File: src/rtl/body_fetch_master.sv
// body_fetch_master: Avalon-MM read master that copies the per-body record
// table (radius, x, y, z per body) from memory into the renderer-side body
// registers. One outstanding read at a time. A stalled read aborts the fetch
// after TIMEOUT cycles without data.
//
// Bus handshake: a read is issued by holding AVL_READ high with a stable
// AVL_ADDR. It is accepted on the first rising edge that sees
// AVL_WAITREQUEST low. Exactly one AVL_READDATAVALID is then awaited before
// the next read is issued. Read data strobes outside the WAIT state are
// ignored.
module body_fetch_master #(
    parameter int NUM_BODIES = 2,
    parameter int TIMEOUT    = 255
) (
    input  logic        CLK,
    input  logic        RESET,
    input  logic        START,
    input  logic [31:0] BASE_ADDR,
    output logic        AVL_READ,
    output logic [31:0] AVL_ADDR,
    output logic [3:0]  AVL_BYTE_EN,
    input  logic        AVL_WAITREQUEST,
    input  logic        AVL_READDATAVALID,
    input  logic [31:0] AVL_READDATA,
    output logic        BODY_WE,
    output logic [3:0]  BODY_IDX,
    output logic [1:0]  BODY_FIELD,
    output logic [31:0] BODY_DATA,
    output logic        BUSY,
    output logic        DONE,
    output logic        TIMEOUT_ERR,
    output logic [1:0]  DBG_STATE
);

    localparam logic [5:0] LAST_WORD = 6'(4 * NUM_BODIES - 1);
    localparam logic [7:0] TMO_LAST  = 8'(TIMEOUT - 1);

    typedef enum logic [1:0] {
        S_IDLE = 2'd0,
        S_REQ  = 2'd1,
        S_WAIT = 2'd2
    } state_t;

    state_t      state_q, state_d;
    logic [31:0] base_q, base_d;
    logic [5:0]  word_q, word_d;
    logic [5:0]  wr_word_q, wr_word_d;
    logic [7:0]  tmo_q, tmo_d;
    logic        read_q, read_d;
    logic [31:0] addr_q, addr_d;
    logic        we_q, we_d;
    logic [31:0] data_q, data_d;
    logic        busy_q, busy_d;
    logic        done_q, done_d;
    logic        terr_q, terr_d;

    logic [5:0]  word_nxt;
    logic        unused_base_lsbs;

    // Byte-address offsets are whole words, so the two low address bits are dropped.
    assign unused_base_lsbs = ^BASE_ADDR[1:0];
    assign word_nxt         = word_q + 6'd1;

    // State and registered outputs; reset aborts any fetch with no DONE pulse.
    always_ff @(posedge CLK or posedge RESET) begin
        if (RESET) begin
            state_q   <= S_IDLE;
            base_q    <= 32'd0;
            word_q    <= 6'd0;
            wr_word_q <= 6'd0;
            tmo_q     <= 8'd0;
            read_q    <= 1'b0;
            addr_q    <= 32'd0;
            we_q      <= 1'b0;
            data_q    <= 32'd0;
            busy_q    <= 1'b0;
            done_q    <= 1'b0;
            terr_q    <= 1'b0;
        end else begin
            state_q   <= state_d;
            base_q    <= base_d;
            word_q    <= word_d;
            wr_word_q <= wr_word_d;
            tmo_q     <= tmo_d;
            read_q    <= read_d;
            addr_q    <= addr_d;
            we_q      <= we_d;
            data_q    <= data_d;
            busy_q    <= busy_d;
            done_q    <= done_d;
            terr_q    <= terr_d;
        end
    end

    // Next-state and next-output logic for the fetch sequencer.
    always_comb begin
        state_d   = state_q;
        base_d    = base_q;
        word_d    = word_q;
        wr_word_d = wr_word_q;
        tmo_d     = tmo_q;
        read_d    = read_q;
        addr_d    = addr_q;
        we_d      = 1'b0;
        data_d    = data_q;
        done_d    = 1'b0;
        terr_d    = terr_q;

        case (state_q)
            S_IDLE: begin
                // BUSY is still high in the DONE cycle, so a START there is ignored.
                if (START && !busy_q) begin
                    base_d  = {BASE_ADDR[31:2], 2'b00};
                    addr_d  = {BASE_ADDR[31:2], 2'b00};
                    word_d  = 6'd0;
                    terr_d  = 1'b0;
                    read_d  = 1'b1;
                    state_d = S_REQ;
                end
            end
            S_REQ: begin
                if (!AVL_WAITREQUEST) begin
                    read_d  = 1'b0;
                    tmo_d   = 8'd0;
                    state_d = S_WAIT;
                end
            end
            S_WAIT: begin
                if (AVL_READDATAVALID) begin
                    we_d      = 1'b1;
                    data_d    = AVL_READDATA;
                    wr_word_d = word_q;
                    tmo_d     = 8'd0;
                    if (word_q == LAST_WORD) begin
                        done_d  = 1'b1;
                        state_d = S_IDLE;
                    end else begin
                        word_d  = word_nxt;
                        addr_d  = base_q + {24'd0, word_nxt, 2'b00};
                        read_d  = 1'b1;
                        state_d = S_REQ;
                    end
                end else if (tmo_q == TMO_LAST) begin
                    terr_d  = 1'b1;
                    done_d  = 1'b1;
                    state_d = S_IDLE;
                end else begin
                    tmo_d = tmo_q + 8'd1;
                end
            end
            default: begin
                read_d  = 1'b0;
                state_d = S_IDLE;
            end
        endcase

        busy_d = (state_d != S_IDLE) || done_d;
    end

    assign AVL_READ    = read_q;
    assign AVL_ADDR    = addr_q;
    assign AVL_BYTE_EN = 4'b1111;
    assign BODY_WE     = we_q;
    assign BODY_IDX    = wr_word_q[5:2];
    assign BODY_FIELD  = wr_word_q[1:0];
    assign BODY_DATA   = data_q;
    assign BUSY        = busy_q;
    assign DONE        = done_q;
    assign TIMEOUT_ERR = terr_q;
    assign DBG_STATE   = state_q;

endmodule

File: config.mk
export PLATFORM = sky130hd
export DESIGN_NAME = body_fetch_master
export DESIGN_NICKNAME = d
export VERILOG_FILES = /design/src/rtl/body_fetch_master.sv
export SDC_FILE = /design/constraint.sdc
export NUM_CORES = 1
export LEC_CHECK = 0
export ABC_CLOCK_PERIOD_IN_PS = 4900
export CORE_MARGIN = 1
export CORE_UTILIZATION = 49
export DETAILED_ROUTE_END_ITERATION = 7
export GPL_TIMING_DRIVEN = 0
export MAX_ROUTING_LAYER = met4
export PLACE_DENSITY = 0.8
export SKIP_LAST_GASP = 1
export SYNTH_ARGS = -nofsm -noshare
export SYNTH_HDL_FRONTEND = slang
export SYNTH_SLANG_ARGS = --single-unit
File: constraint.sdc
create_clock -name CLK -period 4.9 [get_ports CLK]
set_input_delay 0.735 -clock CLK [delete_from_list [all_inputs] [get_ports CLK]]
set_output_delay 0.735 -clock CLK [all_outputs]
set_load 0.005 [all_outputs]
# Word level (Yosys, flattened, before mapping)
# Cells that the tools add are included.
[word_totals] elab_cells=72 in_bits=69 out_inout_bits=81 ff_bits=121
[classes] mux=33 reduce_logical=13 add_sub_neg=3 eq_ne=11
[op_table] op="$mux W32" count=3
[op_table] op="$pmux W32 S2" count=1
[op_table] op="$add A32 B8 Y32" count=1
[op_table] op="$mux W8" count=3
[op_table] op="$mux W6" count=3
[op_table] op="$pmux W8 S2" count=1
[op_table] op="$mux W1" count=14
[op_table] op="$ne A2 B2 Y1 const B" count=6
[op_table] op="$pmux W6 S2" count=1
[op_table] op="$reduce_and A4 Y1" count=3
[op_table] op="$add A8 B1 Y8 const B" count=1
[op_table] op="$eq A8 B8 Y1 const B" count=1
[op_table] op="$mux W2" count=4
[op_table] op="$add A6 B1 Y6 const B" count=1
[op_table] op="$eq A6 B3 Y1 const B" count=1
[op_table] op="$pmux W2 S3" count=1
[op_table] op="$reduce_bool A2 Y1" count=3
[op_table] op="$reduce_and A2 Y1" count=2
[op_table] op="$ne A3 B3 Y1 const B" count=1
[op_table] op="$pmux W1 S3" count=1
[op_table] op="$reduce_and A3 Y1" count=1
[op_table] op="$eq A2 B1 Y1 const B" count=1
[op_table] op="$eq A2 B2 Y1 const B" count=1
[op_table] op="$logic_not A2 Y1" count=1
[op_table] op="4 further kinds" count=4

# Longest topological paths before layout
# Gate-level depths: netlist (run 1).
[logic_depth] depth_word=6 ltp_mapped=11 mapped_depth_nobuf=10

# Worst setup path after synthesis (run 1)
# No wires, ideal clock.
[synth_path] path_kind="reg2reg" from="register word_q[0]" to="register addr_q[20], in the netlist AVL_ADDR[20]" path_slack_ps=2200 period_less_slack_ps=2700 stages_incl_launch_ff=10 path_buffers=0 t_arrival_ps=2562 setup_time_ps=138 required_time_ps=4762 cell_sequence="dfrtp_1 ha_1 inv_1 fa_1 nand2b_1 a21oi_1 nor2_1 or4_1 xnor2_1 o211ai_1"
[synth_via] elab_chain_len=5 elab_cells_between_ends=8 classes_between="add/sub: 2; eq/ne: 2; mux: 3; reduce/logical: 1"
[synth_lines] item="from (decl)" line="46" text="logic [5:0] word_q, word_d;"
[synth_lines] item="from (signal assigned)" line="82" text="word_q <= word_d;"
[synth_lines] item="$add A6 B1 Y6" line="62" text="assign word_nxt = word_q + 6'd1;"
[synth_lines] item="$add A32 B8 Y32" line="139" text="addr_d = base_q + {24'd0, word_nxt, 2'b00};"
[synth_lines] item="$mux W32" line="134" text="if (word_q == LAST_WORD) begin"
[synth_lines] item="$mux W32" line="129" text="if (AVL_READDATAVALID) begin"
[synth_lines] item="$pmux W32 S2" line="109" text="case (state_q)"
[synth_lines] item="to (signal assigned)" line="86" text="addr_q <= addr_d;"
[synth_lines] item="to (decl)" line="50" text="logic [31:0] addr_q, addr_d;"
# Several ways; a longest one is shown, not always the timed one. The select of a mux whose other input is x is not followed.
# A chain may end at the register's enable or synchronous reset.

# Worst setup path after layout (run 1)
[layout_path] from="register word_q[0]" to="register addr_q[19], in the netlist AVL_ADDR[19]"
# Same word-level chain as after synthesis.

==> flow_summary.toml, run 1 <==
[status]
status = "completed"

[drt]
vias = 4748
wl_per_cell_um = 16.7
routed_wl_um = 14500
via_per_inst = 5.47
dr.pass1.iters = 5
antenna_left = 0
dr.first_iter.drc_count = 290
route.detailed.drc = 0

[flow_run]
max_cap_viol_count = 0

[timing]
fmax_mhz = 315
max_slew.worst_pin.slew_ns = 0.926
rsz0062_at_grt = "no"
slew_viol_final = 0
clock-skew-final_ns = 0.00811
worst_slack_ns = 1.72
setup_viol = 0
min_period_ns = 3.18
hold_viol_final = 0
slew_headroom_pct = 38.0
timing.final.crit_share_pct = 64.8

[pwr]
power_switching_uw = 1490
power_density_nw_per_um2 = 579
p_leak_uw = 0.00347
peakVddDrop_v = 0.000297
seqPwrFrac_pct = 37.6
clockPowerShare_pct = 23.9
p_int_uw = 3020
p_total_uw = 4510
power_frac_comb_pct = 38.5
netSwitchingFraction_pct = 33.0

[cells_and_area]
synthToLayoutAreaGrowth_pct = 37.6
antenna_cells = 0
final_common_cell = "nand2_1"
final_cell_mix = "nand2_1 (143), clkdlybuf4s50_1 (140), dfrtp_1 (119)"
layout.nets = 797
design_area_um2 = 7800
nFillCells = 835
stdcell_count = 868
drive_gt1_share_pct = 12.2

[logic_synthesis]
synth_ff_type = "dfrtp_1"
syn-cell-area_um2 = 5670
synth_enable_flop_cells = 0
synthArstFlopShare_pct = 100
ys_types = 61
ys_seq_area_share_pct = 52.5
ys_ff_latch = 119
synthCells = 554
synth.avg_cell_area_um2 = 10.2
yosys_warnings = 0

[critical_path]
critPathCaptureType = "register"
crit_fanout = 10
crit_required_ns = 5.15
worstPathCellList = "ha_1 > nand3_1 > xnor2_1 > ha_1 > or3_1 > o211ai_1 > clkbuf_1 > nand4b_1 > xor2_1 > o211ai_1"
start_kind = "register"
cp_slowest_stage_delay_ns = 0.50
cp_slowest_cell = "clkbuf_1"
critical_path_arrival_ns = 3.43
path_class = "reg2reg"

[cts]
tritoncts = "built"
path_clk_slew_ns = 0.05
htreeDepth = 4
cts_root_buffer = "clkbuf_16"
clock_latency_ns = 0.40
cts_hold_buf = 0
numCtsBuffers = 17
cts_sinks = 119
post_cts_resized = 0
postCtsSetupRepairBufs = 0
clockBufferDepth = 2

[global_routing]
grt_pass1_vias = 4838
grt_pass1_wl_um = 23600
antenna_found_initial = 0
grt_usage_pct = 26.9
grt-ovfl-total = 0
grt_max_degree = 92

[floorplan]
dieHeight_um = 110
core_um2 = 11000
initial_utilization_pct = 51.4
dieWidth_um = 110
pin_count = 150
dieArea_um2 = 12000
placementRows = 38

[place]
dp.final_hpwl_um = 10200
gp_congestion = 0.890
portBuffers = 140
place_area_um2 = 7290
pre_cts_ws_ns = 1.80
dp.cells = 839

[hold_path]
hold_class = "reg2reg"
[metrics by stage]
stage	hold WS, ns	utilization, %	TNS [ns]
global route	0.514	70.7	0
finish	0.476	70.7	0
CTS	0.481	70.7	0
global placement	0.463	65.8	-69.99
floorplan	0.452	-	0
detailed placement	0.470	66.1	0
[path summary, 6_finish.rpt]
path                             start  slack (ns)  cells past startpoint            to
setup reg to reg             word_q[0]        1.72                     10  AVL_ADDR[19]
min in group asynchronous        RESET        0.67                      2  BODY_DATA[9]
max in group asynchronous        RESET        3.49                      3    base_q[17]
hold reg to reg            AVL_ADDR[4]        0.48                      2   AVL_ADDR[4]
hold / removal             AVL_ADDR[4]        0.48                      2   AVL_ADDR[4]
setup / recovery             word_q[0]        1.72                     10  AVL_ADDR[19]
[cell usage after synthesis, drive strengths merged, types with 2 or more instances]
cell type / number / area, um^2
nand3: 9 / 45.0
clkbuf: 17 / 63.8
dfrtp: 119 / 2980
and4: 2 / 20.0
and2: 3 / 18.8
a211oi: 2 / 15.0
or3b: 2 / 17.5
and3: 2 / 12.5
a21oi: 16 / 80.1
nand2b: 3 / 18.8
xnor2: 24 / 210
o211ai: 23 / 193
nor2: 25 / 93.8
inv: 11 / 41.3
nand3b: 2 / 15.0
xor2: 7 / 61.3
o21ai: 24 / 120
ha: 9 / 113
nor3b: 2 / 20.0
a31oi: 2 / 12.5
mux2: 37 / 417
nor2b: 2 / 12.5
o31ai: 2 / 15.0
conb: 2 / 7.51
buf: 16 / 92.6
nor4b: 4 / 80.1
nand2: 143 / 537
nor3: 10 / 50.1
nand4: 8 / 65.1
a21o: 2 / 15.0
or4: 3 / 26.3
[final cells by class]
type,instances,area [um^2],share of cell area (%)
plain buffers,33,156,2.01
repair buffers,141,1430,18.3
clock buffers,24,482,6.18
flip-flops and latches,119,2980,38.2
inverters,11,46.3,0.594
clock inverters,5,25.0,0.321
well taps,140,175,2.25
multi-input cells,395,2510,32.2
[registers in the layout (all words and copies together) (netlist names)]
register / flops
AVL_ADDR: 30
AVL_READ: 1
BODY_DATA: 32
BODY_WE: 1
BUSY: 1
DBG_STATE: 2
DONE: 1
TIMEOUT_ERR: 1
base_q: 30
tmo_q: 8
word_q: 6
wr_word_q: 6
[kinds of logic (layout without fill, tap and decap cells)]
group,count (synthesis),after routing,share of synthesized area [%]
compound gates,83,83,9.76
xor+xnor,31,31,4.79
fa+ha+maj,10,10,2.34
buf+inv,44,214,3.49
flops,119,119,52.5
mux,38,38,7.53
other cells,2,6,0.132
simple gates,227,227,19.4
[power by group through the flow]
stage / logic [uW] / clock network [uW] / registers, uW
final: 1740 / 1080 / 1700
after global placement: 1680 / 0 / 1680
after global routing: 1920 / 1150 / 1750
after detailed placement: 1730 / 0 / 1700
after CTS: 1750 / 1090 / 1690
after floorplan: 859 / 0 / 1670
[worst max-delay path, delay by kind of cell (launching register included)]
| family | cells | cell delay [ns] |
|---|---|---|
| AND/OR/NAND/NOR | 3 | 0.69 |
| adder cells (fa/ha/maj) | 2 | 0.59 |
| buffers and inverters | 1 | 0.50 |
| flip-flops | 1 | 0.46 |
| XOR/XNOR | 2 | 0.43 |
| AO/OA/AOI/OAI | 2 | 0.37 |
[layer usage]
metal  GRT usage (%)  vias up  wire length (um)
met5               -        -                 0
met4            8.86        0               218
met3            6.46       22               915
met2            44.4      189              7340
met1            32.5     2324              6050
li1                -     2213                 -
Note: power is estimated with default switching activity, not from simulation.
==> run 2: changes to the inputs <==
--- a/config.mk
+++ b/config.mk
@@ -5,13 +5,13 @@
 export SDC_FILE = /design/constraint.sdc
 export NUM_CORES = 1
 export LEC_CHECK = 0
-export ABC_CLOCK_PERIOD_IN_PS = 4900
+export ABC_CLOCK_PERIOD_IN_PS = 2850
 export CORE_MARGIN = 1
-export CORE_UTILIZATION = 49
+export CORE_UTILIZATION = 44
 export DETAILED_ROUTE_END_ITERATION = 7
 export GPL_TIMING_DRIVEN = 0
 export MAX_ROUTING_LAYER = met4
-export PLACE_DENSITY = 0.8
+export PLACE_DENSITY = 0.75
 export SKIP_LAST_GASP = 1
 export SYNTH_ARGS = -nofsm -noshare
 export SYNTH_HDL_FRONTEND = slang
==> constraint.sdc (replaced) <==
create_clock -name CLK -period 2.85 [get_ports CLK]
set_input_delay 0.4275 -clock CLK [delete_from_list [all_inputs] [get_ports CLK]]
set_output_delay 0.4275 -clock CLK [all_outputs]
set_load 0.005 [all_outputs]
==> flow_summary.toml, run 2 (synthesized netlist as in run 1, its figures left out) <==
[critical_path]
critPathCaptureType = "register"
crit_required_ns = 3.18
start_kind = "register"
crit_fanout = 5
r2r_end = "AVL_ADDR[20]"
critical_path_arrival_ns = 3.12
path_class = "reg2reg"
reg2reg_from = "word_q[0]"
ff2ff_path_depth = 9
reg2reg_slack_ns = 0.06

[global_routing]
grt-ovfl-total = 0
grt_pass1_wl_um = 23600
antenna_found_initial = 0
grt_max_degree = 38
grt_pass1_vias = 4870
grt_usage_pct = 24.0

[pwr]
power_switching_uw = 2720
p_leak_uw = 0.00357
netSwitchingFraction_pct = 32.9
p_total_uw = 8260
clockPowerShare_pct = 28.1
p_int_uw = 5550
power_frac_comb_pct = 36.4
peakVddDrop_v = 0.000433
seqPwrFrac_pct = 35.5
power_density_nw_per_um2 = 1020

[floorplan]
core_um2 = 12600
dieArea_um2 = 13300
pin_count = 150
placementRows = 41
dieWidth_um = 115
initial_utilization_pct = 45.1
dieHeight_um = 115

[cts]
cts_root_buffer = "clkbuf_16"
clockBufferDepth = 2
cts_hold_buf = 0
tritoncts = "built"
numCtsBuffers = 17
path_clk_slew_ns = 0.06
htreeDepth = 4
cts_sinks = 119
clock_latency_ns = 0.41

[status]
violations = "design-rule violations"
status = "complete, but fails checks"

[drt]
routed_wl_um = 14700
dr.pass1.iters = 7
antenna_left = 0
wl_per_cell_um = 16.2
route.detailed.drc = 2
via_per_inst = 5.21
dr.first_iter.drc_count = 242
vias = 4736

[timing]
fin_tns_setup_ns = 0
worst_slack_ns = 0.0550
hold_viol_final = 0
fmax_mhz = 358
setup_viol = 0
slew_headroom_pct = 51.1
slew_viol_final = 0
max_slew.worst_pin.slew_ns = 0.732
timing.final.crit_share_pct = 98.1
min_period_ns = 2.79
clock-skew-final_ns = 0.00608

[place]
pre_cts_ws_ns = -0.272
portBuffers = 140
gp_congestion = 0.865
dp.final_hpwl_um = 10500

[cells_and_area]
drive_gt1_share_pct = 15.6
final_common_cell = "nand2_1"
seq_area_um2 = 2980
largest_reg_flops = 32
nFillCells = 1006
antenna_cells = 0
multiInputGateArea_um2 = 2540
synthToLayoutAreaGrowth_pct = 42.5
layout.nets = 803
final_cell_mix = "nand2_1 (142), clkdlybuf4s50_1 (140), dfrtp_1 (117)"

[flow_run]
max_cap_viol_count = 0

[hold_path]
hold_class = "in2async"
run 2: changes by cell type in the layout (fill, tap and decap cells not counted), sizes merged:
| cell | delta |
|---|---|
| inv | +5 |
| buf | +7 |
| clkbuf | -8 |
| clkinv | -3 |
| bufinv | +4 |
| clkinvlp | +4 |
run 2: per-layer routing:
layer / GRT usage, % / routed length (um) / vias up
li1: - / - / 2231
met1: 28.3 / 5980 / 2292
met2: 39.7 / 7340 / 187
met3: 5.49 / 1110 / 26
met4: 9.61 / 291 / 0
met5: - / 0 / -
run 2: power by group through the flow:
stage	logic, uW	clock network (uW)	registers [uW]
after floorplan	1480	0	2870
after global placement	2880	0	2900
after detailed placement	2980	0	2950
after CTS	3000	2350	2930
after global routing	3340	2420	3020
final	3010	2320	2930
run 2: how the worst max path moves through the flow:
stage                          from  slack [ns]      endpoint
after floorplan           word_q[0]        0.15  AVL_ADDR[20]
after global placement    word_q[0]       -0.21  AVL_ADDR[20]
after detailed placement  word_q[0]       -0.27  AVL_ADDR[20]
after CTS                 word_q[0]       -0.03  AVL_ADDR[31]
after global routing      word_q[0]       -0.06  AVL_ADDR[20]
final                     word_q[0]        0.06  AVL_ADDR[20]
run 2: repair_timing:
action,4_1_cts,5_1_grt
pin swaps,1,3
setup buffers,1,3
resized for setup,4,16
setup endpoints to repair,18,33
run 2: metrics by stage:
stage | hold WS, ns | std cells | area, um^2 | utilization [%]
2_1_floorplan | 0.452 | 558 | 5690 | -
3_3_place_gp | 0.467 | 870 | 7300 | 58.1
3_5_place_dp | 0.470 | 873 | 7360 | 58.6
4_1_cts | 0.406 | 906 | 8020 | 63.8
5_1_grt | 0.429 | 909 | 8080 | 64.3
6_report | 0.392 | 909 | 8080 | 64.3
run 2: critical path, cell delays in order, from the launching register on:
cell and delay, ns:
dfrtp_2 0.44, ha_1 0.32, inv_1 0.09, fa_1 0.44, nand2b_1 0.21, a21oi_2 0.26, nor2_4 0.08, or4_4 0.56
xnor2_2 0.15, o211ai_1 0.17
run 2: cell type report:
cell class	instances	area share (%)
sequential	119	36.9
multi-input combinational	395	31.4
timing repair buffer	147	18.5
clock inverter	15	2.66
inverter	11	0.558
tap	172	2.66
clock buffer	17	5.27
buffer	33	2.04
